--- src/rtl/arm_mem_pkg.sv ---
// arm_mem_pkg: shared types and defaults for the IF/MEM SRAM arbiter.
package arm_mem_pkg;
    typedef enum logic [1:0] {ST_IDLE, ST_ACCESS, ST_DONE} mem_state_t;
    typedef enum logic {GNT_IF, GNT_MEM} mem_gnt_t;
    localparam int WAIT_CYCLES_DEF = 5;
endpackage

--- src/rtl/arm_mem_wait_cnt.sv ---
// arm_mem_wait_cnt: loadable down-counter timing one SRAM access, with zero flag.
module arm_mem_wait_cnt
    import arm_mem_pkg::*;
#(
    parameter int WAIT_CYCLES = WAIT_CYCLES_DEF
) (
    input  logic i_clk,
    input  logic i_rst_n,
    input  logic i_load,
    input  logic i_dec,
    output logic o_zero
);
    localparam int W = $clog2(WAIT_CYCLES + 1);
    logic [W-1:0] r_cnt;
    always_ff @(posedge i_clk or negedge i_rst_n) begin
        if (!i_rst_n) r_cnt <= '0;
        else if (i_load) r_cnt <= W'(WAIT_CYCLES - 1);
        else if (i_dec && r_cnt != '0) r_cnt <= r_cnt - 1'b1;
    end
    assign o_zero = (r_cnt == '0);
endmodule

--- src/rtl/arm_mem_arbiter.sv ---
// arm_mem_arbiter: round-robin sharing of one multi-cycle SRAM between IF fetches
// and MEM loads/stores, with a one-cycle ready pulse per completed access.
module arm_mem_arbiter
    import arm_mem_pkg::*;
#(
    parameter int ADDR_W      = 32,
    parameter int DATA_W      = 32,
    parameter int SRAM_ADDR_W = 16,
    parameter int WAIT_CYCLES = WAIT_CYCLES_DEF
) (
    input  logic                   i_clk,
    input  logic                   i_rst_n,
    input  logic                   i_if_req,
    input  logic [ADDR_W-1:0]      i_if_addr,
    output logic [DATA_W-1:0]      o_if_rdata,
    output logic                   o_if_ready,
    input  logic                   i_mem_rd_req,
    input  logic                   i_mem_wr_req,
    input  logic [ADDR_W-1:0]      i_mem_addr,
    input  logic [DATA_W-1:0]      i_mem_wdata,
    output logic [DATA_W-1:0]      o_mem_rdata,
    output logic                   o_mem_ready,
    output logic                   o_sram_cs,
    output logic                   o_sram_we,
    output logic [SRAM_ADDR_W-1:0] o_sram_addr,
    output logic [DATA_W-1:0]      o_sram_wdata,
    input  logic [DATA_W-1:0]      i_sram_rdata,
    output logic                   o_busy
);
    mem_state_t r_state, w_next;
    mem_gnt_t r_gnt, r_last;
    logic r_we;
    logic [SRAM_ADDR_W-1:0] r_addr;
    logic [DATA_W-1:0] r_wdata, r_if_rdata, r_mem_rdata;
    logic w_mem_pend, w_gnt_mem, w_grant, w_access, w_zero, w_cap, w_unused;
    assign w_mem_pend = i_mem_rd_req | i_mem_wr_req;
    // Contested requests go to whichever side was not served last.
    assign w_gnt_mem  = w_mem_pend && (!i_if_req || r_last == GNT_IF);
    assign w_grant    = (r_state == ST_IDLE) && (i_if_req || w_mem_pend);
    assign w_access   = (r_state == ST_ACCESS);
    assign w_cap      = w_access && w_zero && !r_we;
    assign w_unused   = ^{i_if_addr[ADDR_W-1:SRAM_ADDR_W+2], i_if_addr[1:0],
                          i_mem_addr[ADDR_W-1:SRAM_ADDR_W+2], i_mem_addr[1:0]};
    arm_mem_wait_cnt #(.WAIT_CYCLES(WAIT_CYCLES)) u_cnt (
        .i_clk   (i_clk),
        .i_rst_n (i_rst_n),
        .i_load  (w_grant),
        .i_dec   (w_access),
        .o_zero  (w_zero)
    );
    always_ff @(posedge i_clk or negedge i_rst_n) begin
        if (!i_rst_n) r_state <= ST_IDLE;
        else r_state <= w_next;
    end
    always_comb begin
        w_next = r_state;
        case (r_state)
            ST_IDLE:   w_next = w_grant ? ST_ACCESS : ST_IDLE;
            ST_ACCESS: w_next = w_zero ? ST_DONE : ST_ACCESS;
            default:   w_next = ST_IDLE;
        endcase
    end
    always_ff @(posedge i_clk or negedge i_rst_n) begin
        if (!i_rst_n) begin
            r_gnt       <= GNT_IF;
            r_last      <= GNT_IF;
            r_we        <= 1'b0;
            r_addr      <= '0;
            r_wdata     <= '0;
            r_if_rdata  <= '0;
            r_mem_rdata <= '0;
        end else begin
            if (w_grant) begin
                r_gnt   <= w_gnt_mem ? GNT_MEM : GNT_IF;
                r_last  <= w_gnt_mem ? GNT_MEM : GNT_IF;
                r_we    <= w_gnt_mem && i_mem_wr_req;
                r_addr  <= w_gnt_mem ? i_mem_addr[SRAM_ADDR_W+1:2] : i_if_addr[SRAM_ADDR_W+1:2];
                r_wdata <= i_mem_wdata;
            end
            if (w_cap && r_gnt == GNT_IF) r_if_rdata <= i_sram_rdata;
            if (w_cap && r_gnt == GNT_MEM) r_mem_rdata <= i_sram_rdata;
        end
    end
    assign o_sram_cs    = w_access;
    assign o_sram_we    = w_access && r_we;
    assign o_sram_addr  = r_addr;
    assign o_sram_wdata = r_wdata;
    assign o_if_rdata   = r_if_rdata;
    assign o_mem_rdata  = r_mem_rdata;
    assign o_if_ready   = (r_state == ST_DONE) && (r_gnt == GNT_IF);
    assign o_mem_ready  = (r_state == ST_DONE) && (r_gnt == GNT_MEM);
    assign o_busy       = (r_state != ST_IDLE);
endmodule

--- config.mk ---
export PLATFORM = sky130hd
export DESIGN_NAME = arm_mem_arbiter
export DESIGN_NICKNAME = d
export VERILOG_FILES = /design/src/rtl/arm_mem_pkg.sv /design/src/rtl/arm_mem_wait_cnt.sv /design/src/rtl/arm_mem_arbiter.sv
export SDC_FILE = /design/constraint.sdc
export NUM_CORES = 1
export LEC_CHECK = 0
export ABC_AREA = 1
export BUFFER_PORTS_ARGS = -buffer_cell sky130_fd_sc_hd__buf_4
export CAP_MARGIN = 20
export CORE_MARGIN = 5
export CORE_UTILIZATION = 39
export DETAILED_ROUTE_END_ITERATION = 8
export PLACE_DENSITY = 0.72
export SLEW_MARGIN = 20
export SYNTH_ARGS = -nofsm -noshare
export SYNTH_HDL_FRONTEND = slang
export SYNTH_SLANG_ARGS = --single-unit
--- constraint.sdc ---
create_clock -name i_clk -period 1.4 [get_ports i_clk]
set_clock_uncertainty 0.15 [all_clocks]
set_input_delay 0.28 -clock i_clk [delete_from_list [all_inputs] [get_ports i_clk]]
set_output_delay 0.28 -clock i_clk [all_outputs]
set_load 0.05 [all_outputs]
## Word-level counts from Yosys, hierarchy flattened

Cells that the tools add are included.

| storage, ports and cells | value |
|---|---|
| flip-flop bits (word level) | 119 |
| word-level logic and storage cells | 40 |
| output and inout bits | 117 |
| input bits | 133 |

| operators by class | value |
|---|---|
| muxes and demuxes | 7 |
| reductions and logical operators | 20 |
| bitwise operators | 2 |
| add/sub/neg operators | 1 |
| eq/ne operators | 2 |

Operators with widths:

| operator | number |
|---|---|
| $mux W16 | 1 |
| $logic_and A1 B1 Y1 | 11 |
| $mux W3 | 2 |
| $pmux W2 S2 | 1 |
| $reduce_bool A2 Y1 | 2 |
| $logic_not A3 Y1 | 1 |
| $reduce_bool A3 Y1 | 1 |
| $sub A3 B1 Y3 const B | 1 |
| $eq A2 B1 Y1 const B | 1 |
| $eq A2 B2 Y1 const B | 1 |
| $logic_not A1 Y1 | 2 |
| $logic_not A2 Y1 | 1 |
| $logic_or A1 B1 Y1 | 2 |
| $mux W1 | 2 |
| $mux W2 | 1 |
| $not A1 Y1 | 1 |
| $or A1 B1 Y1 | 1 |

## Longest topological paths before layout

| logic depth | value |
|---|---|
| word-level depth | 5 |
| depth in mapped cells | 8 |
| gate-level depth less buffers | 7 |

## Hierarchy

A second synthesis with hierarchy kept.

| second synthesis, totals | value |
|---|---|
| cells, all modules | 605 |
| area, all modules | 5163.7 um^2 |

Modules (own cells, without submodules):

| module | area an instance (um^2) | times used | cells each |
|---|---|---|---|
| arm_mem_arbiter | 4982.3 | 1 | 581 |
| arm_mem_wait_cnt | 181.4 | 1 | 24 |

## Worst setup path before layout

No wires, ideal clock.

| timing path | value |
|---|---|
| path kind | flip-flop to output port |
| start | register, netlist name r_last |
| end | output port o_mem_ready |
| path buffers | 2 |
| stages on the path, launching flop included | 5 |
| setup slack | -0.804 ns |
| data arrival time | 1.774 ns |
| cells stage by stage | dfrtp_1 -> buf_4 -> inv_2 -> clkbuf_1 -> nor3_1 |

RTL lines:

| item | RTL line | RTL |
|---|---|---|
| end, declared | arm_mem_arbiter.sv:22 | `output logic o_mem_ready,` |

## Final worst setup path

| timing path | value |
|---|---|
| start | register u_cnt.r_cnt[1] |
| end | register r_if_rdata[11] (netlist: o_if_rdata[11]) |

| between the ends | value |
|---|---|
| word-level cells in the longest chain between the ends | 4 |

Ends and longest elaborated chain:

| item | RTL line | RTL |
|---|---|---|
| start, declared | arm_mem_wait_cnt.sv:14 | `logic [W-1:0] r_cnt;` |
| start signal, assigned | arm_mem_wait_cnt.sv:17 | `else if (i_load) r_cnt <= W'(WAIT_CYCLES - 1);` |
| start signal, assigned | arm_mem_wait_cnt.sv:18 | `else if (i_dec && r_cnt != '0) r_cnt <= r_cnt - 1'b1;` |
| $logic_not A3 Y1 | arm_mem_wait_cnt.sv:20 | `assign o_zero = (r_cnt == '0);` |
| $logic_and A1 B1 Y1 (2 in series) | arm_mem_arbiter.sv:41 | `assign w_cap = w_access && w_zero && !r_we;` |
| $logic_and A1 B1 Y1 | arm_mem_arbiter.sv:80 | `if (w_cap && r_gnt == GNT_IF) r_if_rdata <= i_sram_rdata;` |
| end signal, assigned | arm_mem_arbiter.sv:80 |  |
| end, declared | arm_mem_arbiter.sv:34 | `logic [DATA_W-1:0] r_wdata, r_if_rdata, r_mem_rdata;` |

No other way between the ends.
A chain may end at the register's enable or synchronous reset.

==> flow_metrics.py <==
metrics = {
    "global_route": {
        "antenna_found_initial": 1,
        "grt_pass1_wl_mm": 37.00,
        "grt_usage_pct": 30.24,
        "grt_max_degree": 48,
        "grt_pass1_vias": 6895,
        "grt_overflow": 0,
    },
    "logic_synthesis": {
        "synth_common_cells": "nand2_1 (282), dfrtp_1 (119), nand4_1 (65)",
        "yosys-top-cells-area": "dfrtp_1 (58%), nand2_1 (21%), nand4_1 (7.9%)",
        "synth_edf_count": 0,
        "synth_top_area_share_pct": 57.77,
        "async_reset_ff_share_pct": 100.0,
        "synth_area_leader_cell": "dfrtp_1",
        "syn_area_um2": 5155,
        "yosysMostFrequentCell": "nand2_1",
        "syn-num-nets": 724,
        "synthFlopType": "dfrtp_1",
        "ys_seq_area_share_pct": 57.77,
        "synth_cell_type_count": 21,
        "yosysWarnings": 0,
        "avgSynthCellArea_um2": 8.752,
        "ys_ff_latch": 119,
        "syn_inst": 589,
    },
    "setup_path": {
        "cp.required_ps": 1530,
        "end_kind": "flip-flop",
        "start_kind": "flip-flop",
        "crit_type": "flip-flop to flip-flop",
        "cp.arrival_ps": 1970,
        "crit_fanout": 8,
    },
    "place": {
        "io_buffers": 217,
        "gp_congestion": 0.8473,
        "hpwl_mm": 11.05,
    },
    "outcome": {
        "violations": "setup timing",
        "status": "finished, violations left",
    },
    "routing": {
        "wl_met3_mm": 2.736,
        "vias": 6888,
        "dr.pass1.iters": 5,
        "drtAntennaViolNets": 0,
        "drtIter0Drc": 729,
        "post_drt_wl_per_cell_um": 24.17,
        "wl_mm": 29.68,
        "wl_met1_mm": 9.652,
        "wl_met2_mm": 14.99,
        "vias_per_cell": 5.609,
        "drcViolationCount": 0,
        "top_layer": "met4",
    },
    "sta": {
        "drv_slew": 0,
        "whs_ps": 42.87,
        "setup_viol": 210,
        "rsz0062_at_grt": "true",
        "fin_crit_ps": 1839,
        "fin_ws_ps": -438.7,
        "fmax_ghz": 0.5439,
        "min_period_over_period_pct": 131.3,
        "fin_setup_tns_ps": -41860,
        "hold_viol": 0,
        "slew_headroom_pct": 72.16,
        "worst_pin_slew_ps": 417.6,
    },
    "clocking": {
        "cts_tree": "built",
        "cts.sink_count": 119,
        "cts.clk_slew.worst_paths_ps": 60,
        "clk_path_buf_depth": 2,
        "cts_buffers": 17,
        "h-tree-depth": 4,
        "clk_latency_ps": 410,
        "root_buffer": "clkbuf_16",
    },
    "pwr": {
        "finalPower_mw": 35.61,
        "ir_drop_v": 0.001820,
        "leakagePower_nw": 5.881,
        "power_density_nw_per_um2": 3041,
    },
    "floorplanning": {
        "num_io_pins": 250,
        "core-area_um2": 13090,
        "rows": 42,
        "die_y_um": 125.0,
        "die_width_um": 125.0,
        "initial_core_util_pct": 39.40,
        "die_area_um2": 15620,
    },
    "finish": {
        "fin_util_pct": 89.49,
        "nNetsFinal": 1174,
        "area_delta_synth_final_pct": 127.2,
        "drive_gt1_share_pct": 63.33,
    },
    "job": {
        "cap_violations": 0,
    },
    "worst_hold_path": {
        "min_path_type": "input pin to flip-flop",
    },
}
[cell usage in the layout (no fill, tap or decap), drive strengths merged]
| cell type | count |
|---|---|
| buf | 406 |
| nand2 | 285 |
| dfrtp | 119 |
| nand4 | 65 |
| dlygate4sd3 | 64 |
| inv | 26 |
| clkbuf | 23 |
| nand3 | 21 |
| nand3b | 16 |
| nor2 | 6 |
| bufinv | 4 |
| o21ai | 4 |
| clkinv | 3 |
| diode | 2 |
| nor3 | 2 |
| clkinvlp | 2 |
| a21oi | 2 |
| ha | 2 |
[area by class of cell]
class / count / area, µm²
Fill cell: 511 / 1375
Inverter: 27 / 121.4
Antenna cell: 2 / 5.005
Tap cell: 176 / 220.2
Clock inverter: 8 / 145.1
Multi-Input combinational cell: 403 / 2863
Clock buffer: 22 / 484.2
Timing Repair Buffer: 471 / 4888
Sequential cell: 119 / 2983
[routing by layer]
| layer | GRT usage, % | vias to the layer above |
|---|---|---|
| met5 | 0 | - |
| met4 | 17.41 | 0 |
| met3 | 9.851 | 180 |
| met2 | 51.47 | 600 |
| met1 | 33.16 | 3284 |
| li1 | - | 2824 |
[state kept, by name, indices dropped and copies added, names as in the netlist]
name	count
r_we	1
r_state	2
o_mem_rdata	32
o_sram_addr	16
u_cnt.r_cnt	3
o_sram_wdata	32
o_if_rdata	32
r_last	1
[worst paths after layout]
kind | startpoint | to | slack, ps | cells past startpoint
max | u_cnt.r_cnt[1] | o_if_rdata[11] | -440 | 10
min | i_sram_rdata[18] | o_if_rdata[18] | 40 | 3
max reg2reg | u_cnt.r_cnt[1] | o_if_rdata[11] | -440 | 10
min reg2reg | o_if_rdata[30] | o_if_rdata[30] | 370 | 2
max in group asynchronous | i_rst_n | o_if_rdata[13] | 390 | 3
min in group asynchronous | i_rst_n | o_mem_rdata[16] | 110 | 2
[repair_timing]
item,CTS,global route
hold endpoints to repair,204,0
resized for setup,266,218
gates cloned,27,1
hold buffers,64,0
setup endpoints to repair,225,235
pin swaps,38,59
buffers inserted,73,71
[report_power, final]
group          leakage [nW]  internal (mW)  switching (mW)  total (mW)
Clock                 0.304           3.15            1.70        4.85
Sequential             1.42           5.23            1.68        6.91
Combinational          4.15           10.1            13.8        23.9
Total                  5.88           18.4            17.2        35.6
[critical path, stage by stage (launching register included)]
cell and delay [ps]:
dfrtp_1 400, inv_2 100, ha_4 140, nand2_4 50, nor2_4 150, buf_6 130, nand3_4 100, buf_6 160
buf_16 160, nand2_4 60, nand2_1 90
[metrics by stage]
stage | instances | cell area (µm²) | worst slack (ps)
finish | 1228 | 11710 | -438.7
global route | 1227 | 11710 | -491.4
CTS | 1169 | 10700 | -392.7
detailed placement | 975 | 7199 | -211.4
global placement | 975 | 7199 | -139.3
floorplan | 589 | 5286 | -134.6
[cell families (layout without fill, tap and decap cells)]
logic type / after synthesis / in the layout / share of synthesized area, %
other: 0 / 2 / 0
adders and majority gates: 2 / 2 / 0.4854
and+or+nand+nor: 395 / 395 / 34.13
buffers and inverters: 67 / 528 / 6.966
AOI/OAI and AO/OA: 6 / 6 / 0.6551
DFF: 119 / 119 / 57.77
(Power assumes the default switching activity.)
